--- config.mk ---
export PLATFORM = sky130hd
export DESIGN_NAME = ex_mult_div_unit
export DESIGN_NICKNAME = d
export VERILOG_FILES = /design/src/rtl/ex_mult_div_unit.sv
export SDC_FILE = /design/constraint.sdc
export NUM_CORES = 2
export LEC_CHECK = 0
export ABC_AREA = 1
export CORE_UTILIZATION = 59
export CTS_BUF_LIST = sky130_fd_sc_hd__clkbuf_4 sky130_fd_sc_hd__clkbuf_8
export DETAILED_ROUTE_END_ITERATION = 7
export PLACE_DENSITY = 0.79
export REMOVE_ABC_BUFFERS = 1
export SLEW_MARGIN = 30
export SYNTH_ARGS = -nofsm -noshare
export SYNTH_HDL_FRONTEND = slang
export SYNTH_SLANG_ARGS = --single-unit
--- constraint.sdc ---
create_clock -name Clk -period 6.9 [get_ports Clk]
set_clock_uncertainty 0.05 [all_clocks]
set_input_delay 1.38 -clock Clk [delete_from_list [all_inputs] [get_ports Clk]]
set_output_delay 1.38 -clock Clk [all_outputs]
set_load 0.1 [all_outputs]
--- src/rtl/ex_mult_div_unit.sv ---
// EX-stage multiply/divide unit owning HI/LO: fixed-latency multiply, restoring divide
// producing one quotient bit per cycle, plus MTHI/MTLO writes.
module ex_mult_div_unit #(
   parameter int unsigned DATA_WIDTH  = 32,
   parameter int unsigned MULT_STAGES = 2
) (
   input  logic                  Clk,
   input  logic                  Reset_n,
   input  logic                  Start_EX,
   input  logic [2:0]            Op_EX,
   input  logic [DATA_WIDTH-1:0] Operand_A_EX,
   input  logic [DATA_WIDTH-1:0] Operand_B_EX,
   input  logic                  Flush_EX,
   output logic                  Busy_EX,
   output logic                  Done_EX,
   output logic [DATA_WIDTH-1:0] HI_EX,
   output logic [DATA_WIDTH-1:0] LO_EX
);

   localparam int unsigned W     = DATA_WIDTH;
   localparam int unsigned CNT_W = $clog2(W);

   localparam logic [1:0] IDLE     = 2'd0;
   localparam logic [1:0] MUL_PIPE = 2'd1;
   localparam logic [1:0] DIV_ITER = 2'd2;
   localparam logic [1:0] DIV_FIX  = 2'd3;

   localparam logic [2:0] OP_MULT  = 3'b000;
   localparam logic [2:0] OP_MULTU = 3'b001;
   localparam logic [2:0] OP_DIV   = 3'b010;
   localparam logic [2:0] OP_DIVU  = 3'b011;
   localparam logic [2:0] OP_MTHI  = 3'b100;
   localparam logic [2:0] OP_MTLO  = 3'b101;

   localparam logic [W-1:0] MIN_VAL = {1'b1, {(W-1){1'b0}}};

   logic [1:0]       state_q, state_d;
   logic             busy_q, busy_d;
   logic             done_q, done_d;
   logic [W-1:0]     hi_q, hi_d;
   logic [W-1:0]     lo_q, lo_d;
   logic [CNT_W-1:0] cnt_q, cnt_d;
   logic [W-1:0]     op_a_q, op_a_d;
   logic [W-1:0]     op_b_q, op_b_d;
   logic             mul_signed_q, mul_signed_d;
   logic [W-1:0]     quo_q, quo_d;
   logic [W-1:0]     rem_q, rem_d;
   logic             q_neg_q, q_neg_d;
   logic             r_neg_q, r_neg_d;

   logic           accept;
   logic           div_signed;
   logic           a_neg, b_neg;
   logic [W-1:0]   a_mag, b_mag;
   logic [2*W-1:0] mul_a_ext, mul_b_ext, mul_prod;
   logic [W:0]     rem_shift;
   logic           rem_ge;
   logic [W-1:0]   rem_diff;

   assign accept     = Start_EX && !busy_q && (state_q == IDLE) && !Flush_EX;
   assign div_signed = (Op_EX == OP_DIV);
   assign a_neg      = div_signed && Operand_A_EX[W-1];
   assign b_neg      = div_signed && Operand_B_EX[W-1];
   assign a_mag      = a_neg ? -Operand_A_EX : Operand_A_EX;
   assign b_mag      = b_neg ? -Operand_B_EX : Operand_B_EX;

   // Low 2W bits of the extended product are exact for both signed and unsigned operands.
   assign mul_a_ext = {{W{mul_signed_q & op_a_q[W-1]}}, op_a_q};
   assign mul_b_ext = {{W{mul_signed_q & op_b_q[W-1]}}, op_b_q};
   assign mul_prod  = mul_a_ext * mul_b_ext;

   assign rem_shift = {rem_q, quo_q[W-1]};
   assign rem_ge    = rem_shift >= {1'b0, op_b_q};
   assign rem_diff  = rem_shift[W-1:0] - op_b_q;

   always_comb begin
      state_d      = state_q;
      done_d       = 1'b0;
      hi_d         = hi_q;
      lo_d         = lo_q;
      cnt_d        = cnt_q;
      op_a_d       = op_a_q;
      op_b_d       = op_b_q;
      mul_signed_d = mul_signed_q;
      quo_d        = quo_q;
      rem_d        = rem_q;
      q_neg_d      = q_neg_q;
      r_neg_d      = r_neg_q;

      case (state_q)
         IDLE: begin
            if (accept) begin
               case (Op_EX)
                  OP_MULT, OP_MULTU: begin
                     op_a_d       = Operand_A_EX;
                     op_b_d       = Operand_B_EX;
                     mul_signed_d = (Op_EX == OP_MULT);
                     cnt_d        = CNT_W'(MULT_STAGES - 1);
                     state_d      = MUL_PIPE;
                  end
                  OP_DIV, OP_DIVU: begin
                     q_neg_d = 1'b0;
                     r_neg_d = 1'b0;
                     if (Operand_B_EX == '0) begin
                        quo_d   = '1;
                        rem_d   = Operand_A_EX;
                        state_d = DIV_FIX;
                     end else if (div_signed && (Operand_A_EX == MIN_VAL) &&
                                  (Operand_B_EX == '1)) begin
                        quo_d   = MIN_VAL;
                        rem_d   = '0;
                        state_d = DIV_FIX;
                     end else begin
                        quo_d   = a_mag;
                        rem_d   = '0;
                        op_b_d  = b_mag;
                        q_neg_d = a_neg ^ b_neg;
                        r_neg_d = a_neg;
                        cnt_d   = CNT_W'(W - 1);
                        state_d = DIV_ITER;
                     end
                  end
                  OP_MTHI: begin
                     hi_d   = Operand_A_EX;
                     done_d = 1'b1;
                  end
                  OP_MTLO: begin
                     lo_d   = Operand_A_EX;
                     done_d = 1'b1;
                  end
                  default: ;
               endcase
            end
         end
         MUL_PIPE: begin
            if (Flush_EX) begin
               state_d = IDLE;
            end else if (cnt_q == '0) begin
               {hi_d, lo_d} = mul_prod;
               done_d       = 1'b1;
               state_d      = IDLE;
            end else begin
               cnt_d = cnt_q - CNT_W'(1);
            end
         end
         DIV_ITER: begin
            if (Flush_EX) begin
               state_d = IDLE;
            end else begin
               rem_d = rem_ge ? rem_diff : rem_shift[W-1:0];
               quo_d = {quo_q[W-2:0], rem_ge};
               if (cnt_q == '0) begin
                  state_d = DIV_FIX;
               end else begin
                  cnt_d = cnt_q - CNT_W'(1);
               end
            end
         end
         DIV_FIX: begin
            if (Flush_EX) begin
               state_d = IDLE;
            end else begin
               lo_d    = q_neg_q ? -quo_q : quo_q;
               hi_d    = r_neg_q ? -rem_q : rem_q;
               done_d  = 1'b1;
               state_d = IDLE;
            end
         end
         default: state_d = IDLE;
      endcase

      busy_d = (state_d != IDLE);
   end

   always_ff @(posedge Clk or negedge Reset_n) begin
      if (!Reset_n) begin
         state_q      <= IDLE;
         busy_q       <= 1'b0;
         done_q       <= 1'b0;
         hi_q         <= '0;
         lo_q         <= '0;
         cnt_q        <= '0;
         op_a_q       <= '0;
         op_b_q       <= '0;
         mul_signed_q <= 1'b0;
         quo_q        <= '0;
         rem_q        <= '0;
         q_neg_q      <= 1'b0;
         r_neg_q      <= 1'b0;
      end else begin
         state_q      <= state_d;
         busy_q       <= busy_d;
         done_q       <= done_d;
         hi_q         <= hi_d;
         lo_q         <= lo_d;
         cnt_q        <= cnt_d;
         op_a_q       <= op_a_d;
         op_b_q       <= op_b_d;
         mul_signed_q <= mul_signed_d;
         quo_q        <= quo_d;
         rem_q        <= rem_d;
         q_neg_q      <= q_neg_d;
         r_neg_q      <= r_neg_d;
      end
   end

   assign Busy_EX = busy_q;
   assign Done_EX = done_q;
   assign HI_EX   = hi_q;
   assign LO_EX   = lo_q;

endmodule
==> impl_metrics.tcl <==
set metrics [dict create \
    cts_sinks 204 \
    dr.first_iter.drc_count 5962 \
    timing.rr.end "HI_EX[17]" \
    hp-start "LO_EX[5]" \
    synth_area_leader_cell "fa_1" \
    end_kind "register" \
    dieArea_um2 96960 \
    postSynthAreaPerCell_um2 7.329 \
    synth_area_leaders "fa_1, nand2_1, inv_1" \
    worst_pin_slew_ns 1.079 \
    pin_count 137 \
    antenna_found_initial 13 \
    instances_no_fill 9509 \
    r2r_start "op_b_q[19]" \
    drive_gt1_frac 0.1761 \
    synth_ff_type "dfrtp_1" \
    yosys_register_bits 204 \
    max_cap_violations 0 \
    violations "design-rule violations, negative setup slack" \
    synth_top_family_by_area "adder cells" \
    drcViolationCount 10 \
    slew_viol_final 0 \
    hold-path-cell-count 2 \
    postSynthCellCount 7705 \
    h-tree-depth 2 \
    area_growth_pct 21.36 \
    async_flop_share 1.000 \
    hold_path_class "register to register" \
    ys_seq_area_frac 0.09040 \
    period_needed_ns 7.222 \
    placementRows 113 \
    place_area_um2 63510 \
    synth_fa_ha_area_frac 0.4554 \
    port_buffers 136 \
    rsz0062_at_grt "yes" \
    netlist.area_leader.share 0.3992 \
    die_h_um 311.4 \
    max_slew_margin 0.2801 \
    crit_required_ns 7.45 \
    drt-pass1-iter-count 8 \
    path_class "register to register" \
    via_per_inst 5.769 \
    synth_compound_area_frac 0.05847 \
    rr_worst_depth 30 \
    synth_edf_count 0 \
    critPathMostFrequentCell "fa_1" \
    wl_um 225000 \
    route.vias.total 54860 \
    cpMaxStageDelayCell "fa_1" \
    clockBufferDepth 3 \
    place_inst 9347 \
    status "complete, but fails checks" \
    fp.dieW_um 311.4 \
    worst_ep_arrival_time_ns 7.77 \
    post_drt_wl_per_cell_um 23.66 \
    clk_latency_ns 0.68 \
    cts_tree "done" \
    synth_most_common_cell "nand2_1" \
    reg2reg_slack_ns -0.32 \
    grt_max_degree 127 \
    cpPeakStageDelay_ns 0.56 \
    fin_nets 9651 \
    ant_nets 0 \
    hpwl_um 179000 \
    grt_first_pass_wirelength_um 329400 \
    gp_congestion 1.026 \
    startpoint_type "register" \
    gr-total-overflow 0 \
    synthXorXnorAreaFrac 0.01225 \
    synth.top_cells.by_count "nand2_1, inv_1, fa_1, nor2_1, nand3_1" \
    muxShareOfSynthArea 0.0001994 \
    cts_buffers 45 \
    fmax_mhz 138.5 \
    min_to "LO_EX[5]" \
    initial_core_util 0.5953 \
    hold_viol_final 0 \
    grt_pass1_vias 56790 \
    core_region_area_um2 94870 \
    synth_simple_gate_area_frac 0.2243 \
    clkTransAtPathRegs_ns 0.06 \
    gr-usage-all-layers 0.4538 \
    ys.warnings.count 0 \
    utilization 0.7224 \
    final.setup.worst_slack_ns -0.3220 \
    cts_hold_buffers 0 \
    period_share 1.047 \
    synth_area_um2 56470 \
    final_area_um2 68540 \
    cts_root_buf "clkbuf_8" \
    yosysUniqueCellTypes 54 \
    crit_fanout 10 \
    finalSetupViolCount 43 \
    hold_slack_ns 0.4351 \
]
[how the worst max path moves through the flow]
| stage | to | from | slack [ns] |
|---|---|---|---|
| final | HI_EX[17] | op_b_q[19] | -0.32 |
| after CTS | HI_EX[4] | op_b_q[15] | -0.12 |
| after global routing | HI_EX[29] | mul_signed_q | -0.47 |
| after detailed placement | HI_EX[4] | op_a_q[31] | -0.84 |
| after floorplan | HI_EX[18] | op_a_q[31] | -1.19 |
| after global placement | HI_EX[4] | mul_signed_q | -0.70 |
[cells in the final DEF, fill, tap and decap left out, types with 36 or more instances in the layout]
master	n
nor3_1	36
fa_1	1072
nand2_2	92
buf_6	44
buf_4	514
inv_1	1840
nor2_2	51
nand2_1	1891
buf_12	101
xor2_1	67
o21ai_1	70
o21ai_0	195
clkdlybuf4s50_1	132
clkbuf_8	54
ha_1	203
nand3_1	287
fa_2	54
a21oi_1	159
nand4_1	105
nand3_2	36
a21oi_2	59
inv_2	123
nor2_4	65
ha_4	47
nor2_1	422
dfrtp_1	189
[stage by stage]
step / setup WS, ns / TNS [ns]
after global routing: -0.4738 / -15.34
final: -0.3220 / -7.965
after CTS: -0.1165 / -2.386
after global placement: -0.6985 / -16.25
after floorplan: -1.190 / -24.30
after detailed placement: -0.8433 / -21.35
[final cells by class]
| type | count | area (um2) |
|---|---|---|
| flip-flops and latches | 204 | 5124 |
| repair buffers | 812 | 8122 |
| well taps | 1265 | 1583 |
| clock buffers | 63 | 804.5 |
| fillers | 7102 | 26330 |
| clock inverters | 19 | 270.3 |
| inverters | 1970 | 7412 |
| diodes | 9 | 22.52 |
| multi-input cells | 5167 | 45200 |
[sequential cells by signal (all words and copies together), names as in the netlist]
name	flops
op_a_q	32
r_neg_q	1
quo_q	32
mul_signed_q	1
cnt_q	5
Busy_EX	1
state_q	2
Done_EX	1
HI_EX	32
LO_EX	32
rem_q	32
q_neg_q	1
op_b_q	32
[logic make-up (layout without fill, tap and decap cells)]
| group | after synthesis | in the layout |
|---|---|---|
| simple gates | 3092 | 3092 |
| buf+inv | 2334 | 2864 |
| xor+xnor | 79 | 79 |
| fa+ha+maj | 1380 | 1380 |
| compound gates | 615 | 615 |
| mux | 1 | 1 |
| flops | 204 | 204 |
| other cells | 0 | 9 |
[worst max-delay path, delay by kind of cell, from the launching register on]
family | cells | cell delay (ns)
flip-flops | 1 | 0.45
adder cells (fa/ha/maj) | 9 | 4.30
AND/OR/NAND/NOR | 7 | 0.77
AO/OA/AOI/OAI | 2 | 0.36
buffers and inverters | 12 | 1.19
[what timing repair did]
action                                  in CTS  in global routing
cloned                                       2                  8
pin swaps                                   74                168
buffers inserted                            24                 39
endpoints found under the setup margin      45                 51
gates resized for setup                    378                473
[per-layer routing]
| metal | vias to the layer above | part of all wire | GRT usage |
|---|---|---|---|
| met5 | - | 0.00033 | 0 |
| met4 | 10 | 0.077 | 0.2752 |
| met3 | 949 | 0.11 | 0.1006 |
| met2 | 3447 | 0.46 | 0.7261 |
| met1 | 26940 | 0.35 | 0.5636 |
| li1 | 23520 | - | - |
Power is left out: the tool's default activity adds up to more than one toggle a clock period on the data nets, which glitch-free logic cannot reach.
